--- src/rtl/bht_pkg.sv ---
// Shared types and helpers for the branch history table.
// Entry payload: [9:8] local history h, [2i+1:2i] saturating counter Ci.
package bht_pkg;

    localparam int PARA_W  = 10;
    localparam int TAG_W   = 24;
    localparam int HIST_HI = 9;
    localparam int HIST_LO = 8;
    localparam int CNT_W   = 2;
    localparam int NUM_CNT = 4;
    localparam int ENTRY_W = 1 + TAG_W + PARA_W;

    localparam logic [CNT_W-1:0] CNT_WNT = 2'b01;
    localparam logic [CNT_W-1:0] CNT_WT  = 2'b10;

    typedef enum logic {
        ST_CLEAR = 1'b0,
        ST_RUN   = 1'b1
    } bht_state_t;

    typedef struct packed {
        logic               valid;
        logic [TAG_W-1:0]   tag;
        logic [PARA_W-1:0]  para;
    } bht_entry_t;

    // Two-bit saturating step: up counts towards 3, down towards 0.
    function automatic logic [CNT_W-1:0] sat2(input logic [CNT_W-1:0] cnt, input logic up);
        logic [CNT_W-1:0] r;
        r = cnt;
        if (up) begin
            if (cnt != 2'b11) r = cnt + 2'd1;
        end else begin
            if (cnt != 2'b00) r = cnt - 2'd1;
        end
        return r;
    endfunction

endpackage

--- src/rtl/bht_entry_next.sv ---
// Next-entry computation for one table slot: trains a hit, allocates on a miss.
module bht_entry_next
    import bht_pkg::*;
(
    input  logic [ENTRY_W-1:0] old_entry,
    input  logic               hit,
    input  logic [TAG_W-1:0]   tag,
    input  logic               taken,
    output logic [ENTRY_W-1:0] new_entry
);

    bht_entry_t old_e;
    bht_entry_t nxt_e;
    logic [1:0] hist;

    assign old_e     = bht_entry_t'(old_entry);
    assign hist      = old_e.para[HIST_HI:HIST_LO];
    assign new_entry = nxt_e;

    // Hit: step only the counter selected by history, then shift history.
    // Miss: fresh entry with every counter weakly biased towards the outcome.
    always_comb begin
        nxt_e = old_e;
        if (hit) begin
            for (int i = 0; i < NUM_CNT; i++) begin
                if (hist == 2'(i)) begin
                    nxt_e.para[i*CNT_W +: CNT_W] = sat2(old_e.para[i*CNT_W +: CNT_W], taken);
                end
            end
            nxt_e.para[HIST_HI:HIST_LO] = {hist[0], taken};
        end else begin
            nxt_e.valid = 1'b1;
            nxt_e.tag   = tag;
            nxt_e.para  = {1'b0, taken, {NUM_CNT{taken ? CNT_WT : CNT_WNT}}};
        end
    end

endmodule

--- src/rtl/branch_history_table.sv ---
// Pattern-history table: two slots per set (slot = pc[2]), combinational
// lookup for the fetch pair at pc_now, one-register update stage (U1) fed by
// execute-stage branch resolutions, and an index sweep that clears the table
// after reset.
// Optional feature: define BHT_BYPASS_EN to forward the U1 write into a
// same-cycle lookup of the same slot.
// Handshake: an execute resolution is accepted on a cycle where
// en & ex_vld & ready; it is dropped otherwise (no back-pressure).
// fsm_state exposes the sweep/run state (0 = CLEAR, 1 = RUN) for debug.
module branch_history_table
    import bht_pkg::*;
#(
    parameter int ADDR_WIDTH = 32,
    parameter int HASH_DEPTH = 5,
    parameter int HASH_WIDTH = 24,
    parameter int PARA_WIDTH = 10
) (
    input  logic                  clk,
    input  logic                  rstn,
    input  logic                  en,
    input  logic [ADDR_WIDTH-1:0] pc_now,
    output logic                  past_vld1,
    output logic                  past_vld2,
    output logic [PARA_WIDTH-1:0] past1,
    output logic [PARA_WIDTH-1:0] past2,
    input  logic                  ex_vld,
    input  logic [ADDR_WIDTH-1:0] ex_pc,
    input  logic                  ex_taken,
    output logic                  ready,
    output logic                  fsm_state
);

    localparam int SETS = 1 << HASH_DEPTH;

    // The payload layout is fixed; the entry type also pins the tag width.
    if (PARA_WIDTH != PARA_W) begin : g_para_width_check
        $error("branch_history_table: PARA_WIDTH must be 10");
    end
    if (HASH_WIDTH != TAG_W) begin : g_tag_width_check
        $error("branch_history_table: HASH_WIDTH must match bht_pkg::TAG_W");
    end

    bht_state_t             state_q, state_d;
    logic [HASH_DEPTH-1:0]  clr_idx;
    logic                   clr_en;

    logic                   u1_vld;
    logic [HASH_DEPTH-1:0]  u1_idx;
    logic                   u1_slot;
    logic [HASH_WIDTH-1:0]  u1_tag;
    logic                   u1_taken;

    bht_entry_t             tbl_q [SETS][2];
    bht_entry_t             u1_old;
    bht_entry_t             u1_new;
    logic [ENTRY_W-1:0]     u1_new_bits;
    logic                   u1_hit;
    logic                   capture;

    logic [HASH_DEPTH-1:0]  lk_idx;
    logic [HASH_WIDTH-1:0]  lk_tag;
    bht_entry_t             lk_e [2];
    logic [1:0]             lk_hit;

    logic                   unused_pc_bits;

    assign lk_idx         = pc_now[HASH_DEPTH+2:3];
    assign lk_tag         = pc_now[HASH_WIDTH+HASH_DEPTH+2:HASH_DEPTH+3];
    assign capture        = en & ex_vld & ready;
    assign fsm_state      = state_q;
    assign unused_pc_bits = ^{pc_now[2:0], ex_pc[1:0]};

    // State register: reset always restarts the clear sweep.
    always_ff @(posedge clk) begin
        if (!rstn) state_q <= ST_CLEAR;
        else       state_q <= state_d;
    end

    // Next state: leave CLEAR once the last set has been cleared.
    always_comb begin
        state_d = state_q;
        case (state_q)
            ST_CLEAR: if (clr_idx == {HASH_DEPTH{1'b1}}) state_d = ST_RUN;
            ST_RUN:   state_d = ST_RUN;
            default:  state_d = ST_CLEAR;
        endcase
    end

    // State outputs: table is usable only in RUN; CLEAR drives the sweep.
    always_comb begin
        ready  = 1'b0;
        clr_en = 1'b0;
        case (state_q)
            ST_CLEAR: clr_en = 1'b1;
            ST_RUN:   ready  = 1'b1;
            default:  clr_en = 1'b1;
        endcase
    end

    // Sweep index: walks every set once while clearing.
    always_ff @(posedge clk) begin
        if (!rstn)       clr_idx <= '0;
        else if (clr_en) clr_idx <= clr_idx + HASH_DEPTH'(1);
    end

    // U1 capture: one pending update; discarded by reset, never loaded in CLEAR.
    always_ff @(posedge clk) begin
        if (!rstn) begin
            u1_vld   <= 1'b0;
            u1_idx   <= '0;
            u1_slot  <= 1'b0;
            u1_tag   <= '0;
            u1_taken <= 1'b0;
        end else begin
            u1_vld <= capture;
            if (capture) begin
                u1_idx   <= ex_pc[HASH_DEPTH+2:3];
                u1_slot  <= ex_pc[2];
                u1_tag   <= ex_pc[HASH_WIDTH+HASH_DEPTH+2:HASH_DEPTH+3];
                u1_taken <= ex_taken;
            end
        end
    end

    // U1 reads the committed entry, so consecutive updates chain correctly.
    assign u1_old = tbl_q[u1_idx][u1_slot];
    assign u1_hit = u1_old.valid && (u1_old.tag == u1_tag);
    assign u1_new = bht_entry_t'(u1_new_bits);

    bht_entry_next u_entry_next (
        .old_entry (u1_old),
        .hit       (u1_hit),
        .tag       (u1_tag),
        .taken     (u1_taken),
        .new_entry (u1_new_bits)
    );

    // Table storage: sweep clears valid bits; U1 writes one slot. A reset
    // edge suppresses both so a pending update is lost, not committed.
    always_ff @(posedge clk) begin
        if (rstn) begin
            if (clr_en) begin
                tbl_q[clr_idx][0].valid <= 1'b0;
                tbl_q[clr_idx][1].valid <= 1'b0;
            end else if (u1_vld) begin
                tbl_q[u1_idx][u1_slot] <= u1_new;
            end
        end
    end

    // Lookup: read both slots of the set, optionally forwarding the U1 write.
    always_comb begin
        for (int s = 0; s < 2; s++) begin
            lk_e[s] = tbl_q[lk_idx][s];
`ifdef BHT_BYPASS_EN
            if (u1_vld && (u1_idx == lk_idx) && (u1_slot == 1'(s))) begin
                lk_e[s] = u1_new;
            end
`endif
            lk_hit[s] = ready && lk_e[s].valid && (lk_e[s].tag == lk_tag);
        end
    end

    assign past_vld1 = lk_hit[0];
    assign past_vld2 = lk_hit[1];
    assign past1     = lk_hit[0] ? lk_e[0].para : '0;
    assign past2     = lk_hit[1] ? lk_e[1].para : '0;

endmodule
--- config.mk ---
export PLATFORM = sky130hd
export DESIGN_NAME = branch_history_table
export DESIGN_NICKNAME = d
export VERILOG_FILES = /design/src/rtl/bht_pkg.sv /design/src/rtl/bht_entry_next.sv /design/src/rtl/branch_history_table.sv
export SDC_FILE = /design/constraint.sdc
export NUM_CORES = 2
export LEC_CHECK = 0
export CORE_ASPECT_RATIO = 1.4
export CORE_UTILIZATION = 49
export DETAILED_ROUTE_END_ITERATION = 16
export SETUP_SLACK_MARGIN = 0.2
export SYNTH_ARGS = -nofsm -noshare
export SYNTH_HDL_FRONTEND = slang
export SYNTH_SLANG_ARGS = --single-unit
--- constraint.sdc ---
create_clock -name clk -period 14.3 [get_ports clk]
set_clock_uncertainty 0.05 [all_clocks]
set_input_delay 2.145 -clock clk [delete_from_list [all_inputs] [get_ports clk]]
set_output_delay 2.145 -clock clk [all_outputs]
set_load 0.01 [all_outputs]
Yosys cells after proc, flatten, opt, wreduce, memory -nomap -nowiden
Memory sizes are Yosys's and may differ from the RTL's. A register that Yosys moved wholly into a read port is not among the register bits.
Index checks and enable logic that the tools add are counted.
{"block": "word_totals", "ff_bits": 38, "ram_bits": 2240, "out_inout_bits": 24, "word_cells": 87, "n_memories": 1}
{"memory": "tbl_q", "depth": 32, "word_bits": 70, "rd": 2, "rd_clocked_by_memory_dff": 1, "write_ports": 1, "line_no": "branch_history_table.sv:53", "text": "bht_entry_t tbl_q [SETS][2];"}
{"block": "op_classes", "addsub": 9, "order_cmp": 2, "eq_ne": 11, "muxes": 41, "bitwise_logic": 4, "reduce_logical": 12}
{"op": "$mux 70", "n": 3}
{"op": "$mux 35", "n": 4}
{"op": "$eq 24x24->1", "n": 3}
{"op": "$reduce_or 70->1", "n": 1}
{"op": "$demux 35 s1", "n": 1}
{"op": "$mux 2", "n": 17}
{"op": "$mux 10", "n": 3}
{"op": "$mux 25", "n": 1}
{"op": "$mux 5", "n": 3}
{"op": "$add 2x1->2 const B", "n": 4}
{"op": "$mux 1", "n": 8}
{"op": "$ne 2x2->1 const B", "n": 4}
{"op": "$reduce_bool 2->1", "n": 4}
{"op": "$sub 2x1->2 const B", "n": 4}
{"op": "$logic_and 1x1->1", "n": 6}
{"op": "$add 5x1->5 const B", "n": 1}
{"op": "$eq 5x5->1 const B", "n": 1}
{"op": "$eq 2x2->1 const B", "n": 2}
{"op": "$and 1x1->1", "n": 2}
{"op": "$eq 2x1->1 const B", "n": 1}
{"op": "$ge 2x2->1 const B", "n": 1}
{"op": "$logic_not 2->1", "n": 1}
{"op": "$lt 2x1->1 const B", "n": 1}
{"op": "$not 1->2", "n": 1}
{"op": "2 further kinds", "n": 2}

Logic depth before layout (Yosys ltp)
{"block": "logic_depth", "depth_word": 10, "depth_mapped": 18}

By module
Synthesis repeated with hierarchy kept, for this count alone.
{"block": "hier_totals", "hier_cells": 5245, "hier_area_um2": 106671.1}
{"mod": "branch_history_table", "instances": 1, "cells_per_inst": 5167, "area_each_um2": 106059.2, "seq_area_each_um2": 68125.3}
{"mod": "bht_entry_next", "instances": 1, "cells_per_inst": 78, "area_each_um2": 611.8, "seq_area_each_um2": 0.0}

Worst setup path after synthesis
Ideal clock, no wire load.
{"block": "synth_path", "path_type": "in2out", "start": "in pc_now[3]", "end": "out past2[0]", "t_arrival_ns": 5.754, "required_ns": 12.105, "setup_slack_ns": 6.351, "path_stages": 11, "path_cell_list": "clkbuf_1 buf_1 clkbuf_1 mux4_2 mux4_2 mux2i_1 xor2_1 nand4_1 nor4_1 clkbuf_1 nor2b_1"}
{"block": "synth_between", "elab_chain_len": 4, "word_cells_on_any_way": 5, "classes_between": "eq/ne (1); mux (1); reduce/logical (2); memory (1)"}
{"element": "from (decl)", "line_no": "branch_history_table.sv:21", "text": "input logic [ADDR_WIDTH-1:0] pc_now,"}
{"element": "$mem_v2 32x70 (*)"}
{"element": "$eq 24x24->1 / $logic_and 1x1->1 (equally long branches)", "line_no": "branch_history_table.sv:160", "text": "lk_hit[s] = ready && lk_e[s].valid && (lk_e[s].tag == lk_tag);"}
{"element": "$logic_and 1x1->1 (*)", "line_no": "branch_history_table.sv:160"}
{"element": "named net past_vld2", "line_no": "branch_history_table.sv:23", "text": "output logic past_vld2,"}
{"element": "$mux 10 (*)", "line_no": "branch_history_table.sv:167", "text": "assign past2 = lk_hit[1] ? lk_e[1].para : '0;"}
{"element": "to (decl)", "line_no": "branch_history_table.sv:25", "text": "output logic [PARA_WIDTH-1:0] past2,"}
The timed path passes the listed nets; every way through them passes the cells marked *.

Worst setup path in the final report
{"block": "layout_path", "start": "in pc_now[3]", "end": "out past1[9]"}
{"block": "layout_between", "elab_chain_len": 4, "word_cells_on_any_way": 5, "classes_between": "eq/ne (1); mux (1); reduce/logical (2); memory (1)"}
{"element": "$mem_v2 32x70 (*)"}
{"element": "$eq 24x24->1 / $logic_and 1x1->1 (equally long branches)", "line_no": "branch_history_table.sv:160"}
{"element": "$logic_and 1x1->1", "line_no": "branch_history_table.sv:160"}
{"element": "$mux 10 (*)", "line_no": "branch_history_table.sv:166", "text": "assign past1 = lk_hit[0] ? lk_e[0].para : '0;"}
{"element": "to (decl)", "line_no": "branch_history_table.sv:24", "text": "output logic [PARA_WIDTH-1:0] past1,"}
Mark *: on every way between the ends. The rest lies on a longest branch, timed or not.

==> impl_metrics.py <==
metrics = {
    "synth": {
        "synth_top_cell_by_area": "edfxtp_1",
        "synth_fp_nets": 5280,
        "synth.cell_area_um2": 106600,
        "syn_inst": 5209,
        "ys_top_cells_by_area": "edfxtp_1 63%, mux4_2 26%, mux2i_1 2.1%",
        "ys_async_sr_fraction_pct": 0,
        "ys_types": 80,
        "synth_edf_count": 2240,
        "ys_seq_area_share_pct": 63.93,
        "yosys_register_bits": 2283,
        "ys.warnings.count": 0,
        "synth_top_cell_area_share_pct": 63.13,
        "synth_area_per_cell_um2": 20.46,
        "synthFlopType": "edfxtp_1",
    },
    "global_routing": {
        "grt.overflow.total": 0,
        "antenna_found_initial": 6,
        "grt_max_degree": 123,
        "grt_usage_pct": 32.98,
        "grt_pass1_vias": 60800,
        "grt_pass1_wl_um": 492900,
    },
    "routing": {
        "vias": 59870,
        "drtPass1Iterations": 6,
        "routedWlPerCell_um": 43.20,
        "drc": 0,
        "drt_iter0_markers": 7886,
        "routed_wirelength_um": 360900,
        "postRouteAntennaNets": 0,
        "viasPerCell": 7.165,
    },
    "timing": {
        "post-route-period-util_pct": 71.04,
        "setup_violations": 0,
        "hold-worst-slack_ns": 0.4432,
        "hold_viol": 0,
        "setup_tns_ns": 0,
        "finalCriticalPeriod_ns": 10.16,
        "max_freq_ghz": 0.09844,
        "maxSlewViolCount": 0,
        "rsz0062_at_grt": "false",
        "slew_headroom_pct": 13.07,
        "tightest_slew_ns": 1.293,
    },
    "clock_tree": {
        "ctsHtreeMaxLevel": 4,
        "hold_buffers": 0,
        "cts_tree": "built",
        "cts_buffers": 225,
        "root_buffer": "clkbuf_16",
        "cts_resized": 0,
        "clkTransAtPathRegs_ns": 0.06,
        "clk_path_buf_depth": 4,
        "clock-sinks": 2283,
        "post_cts_buffers": 0,
        "clk_latency_ns": 0.89,
    },
    "critical_path": {
        "cp-end-kind": "output pin",
        "cp_data_arrival_time_ns": 7.96,
        "start_kind": "input port",
        "crit_type": "input port to output pin",
        "crit_start": "pc_now[3]",
        "required_ns": 12.10,
        "crit_fanout": 90,
    },
    "run": {
        "cap_violations": 0,
    },
    "pwr": {
        "power_frac_seq_pct": 53.3,
        "power_frac_comb_pct": 2.6,
        "swShare_pct": 20.65,
        "internal_power_uw": 10760,
        "p_per_area_nw_per_um2": 114.4,
        "power.leakage_uw": 0.02999,
        "ir_worst_vdd_mv": 0.09208,
        "pwr-share-clk_pct": 44.1,
        "netSwitchingPower_uw": 2800,
        "finalPower_uw": 13560,
    },
    "die": {
        "chipHeight_um": 553.8,
        "fp.dieW_um": 396.1,
        "initial_core_util_pct": 49.31,
        "dieArea_um2": 219400,
        "core.rowCount": 202,
        "core_area_um2": 216100,
        "ios": 93,
    },
    "placement": {
        "portBuffers": 87,
        "hpwl_um": 208600,
        "place.gp.congestion": 0.8870,
    },
    "status": {
        "status": "completed",
    },
    "cells_and_area": {
        "syn2layout_area_growth_pct": 11.20,
        "nNetsFinal": 5384,
        "fill_cells": 16500,
        "drive_gt1_share_pct": 34.59,
    },
    "min_path": {
        "hp-class": "flop to flop",
        "min-delay-start": "u1_tag[7]$_SDFFE_PN0P_",
    },
}
## kinds of logic (layout without fill, tap and decap cells)
group / after synthesis / count (layout) / share of synthesized area, %
DFF: 2283 / 2283 / 63.93
muxes: 1492 / 1492 / 28.60
and+or+nand+nor: 626 / 626 / 2.826
buffers and inverters: 405 / 689 / 1.842
AOI/OAI and AO/OA: 328 / 328 / 2.178
xor gates and xnor gates: 73 / 73 / 0.6000
adders and majority gates: 2 / 2 / 0.02348
other: 0 / 6 / 0
## Yosys cell counts (11+ instances only)
cell type and count:
a211oi_1 12, a21boi_0 34, a21oi_1 38, a221oi_1 11, a22oi_1 44, a31oi_1 18
and2_1 46, and3_1 14, buf_1 89, buf_2 64, buf_4 25, buf_6 27
clkbuf_1 184, dfxtp_1 43, edfxtp_1 2240, mux2_2 25, mux2i_1 226, mux4_2 1239
nand2_1 183, nand2b_1 15, nand3_1 35, nand4_1 14, nor2_1 183, nor2b_1 44
nor3_1 27, nor4_1 15, o21ai_0 28, o221ai_1 27, o22ai_1 53, xnor2_1 43
xor2_1 30
## critical path, cell delays in order
cell	delay [ns]
buf_8	0.47
buf_4	0.67
buf_12	0.66
mux4_2	0.60
mux4_2	0.46
mux2i_1	0.58
xnor2_1	0.21
nor3_1	0.26
nand3_1	0.23
nor4_2	0.32
buf_4	0.29
nor2b_1	0.24
clkdlybuf4s50_1	0.57
## final timing paths
path                                          endpoint  slack (ns)  cells past startpoint
worst max-delay path                          past1[9]        4.14                     13
worst min-delay path            u1_tag[7]$_SDFFE_PN0P_        0.44                      2
worst min register to register  u1_tag[7]$_SDFFE_PN0P_        0.44                      2
worst max register to register  tbl_q[5][44]$_DFFE_PP_        5.88                     12
## cell type report
class,instances,area (um^2),share of cell area [%]
well taps,2856,3573,3.016
multi-input cells,2521,37080,31.29
flip-flops and latches,2283,68140,57.51
repair buffers,271,2420,2.042
diodes,6,15.01,0.01267
clock inverters,131,1240,1.046
clock buffers,276,5968,5.037
inverters,11,46.29,0.03907
## state kept, by name (all words and copies together), names as in the netlist, named ones only
signal / count
u1_idx: 5
u1_vld: 1
clr_idx: 5
u1_tag: 24
fsm_state: 1
u1_slot: 1
tbl_q: 2240
u1_taken: 1
## metal layers
layer	routed length (um)	GRT usage (%)	up-vias	part of all wire, %
met5	0	0	-	0
met4	22680	17.62	0	6.3
met3	30820	5.469	711	8.5
met2	176100	53.16	3251	49
met1	131300	43.17	33090	36
li1	-	-	22810	-
## power groups by stage
stage                     clock [uW]  sequential, uW  combinational, uW
after floorplan                    0            7380                228
final                           5970            7230                354
after CTS                       6020            7230                355
after detailed placement           0            7370                355
after global routing            6240            7230                365
after global placement             0            7370                355
## placed cells by master (no fill, tap or decap), drive strengths merged, types with 9 or more instances in the layout
cell / n
a31oi: 18
bufinv: 24
o21ai: 31
mux2i: 226
or3: 10
nor2: 183
nand2: 183
nand2b: 15
nor3: 27
nor2b: 44
a21oi: 38
xnor2: 43
nand4: 14
a21boi: 34
o211ai: 9
edfxtp: 2240
a211oi: 12
mux4: 1239
a22oi: 44
buf: 188
o221ai: 27
nor4: 18
and3: 14
clkinv: 97
a221oi: 11
o22ai: 53
xor2: 30
nand3b: 10
and2: 47
dfxtp: 43
mux2: 27
nand3: 35
clkbuf: 278
inv: 10
clkinvlp: 11
clkdlybuf4s50: 81
## metrics by stage
step / area (um^2) / utilization, % / setup slack, ns / instances
final: 118500 / 54.83 / 4.142 / 8355
after global routing: 118500 / 54.83 / 3.824 / 8352
after CTS: 118500 / 54.82 / 3.990 / 8349
after detailed placement: 111300 / 51.49 / 3.998 / 7942
after global placement: 111300 / 51.49 / 4.012 / 7942
after floorplan: 106600 / - / 6.351 / 5209
(Power assumes the default switching activity.)
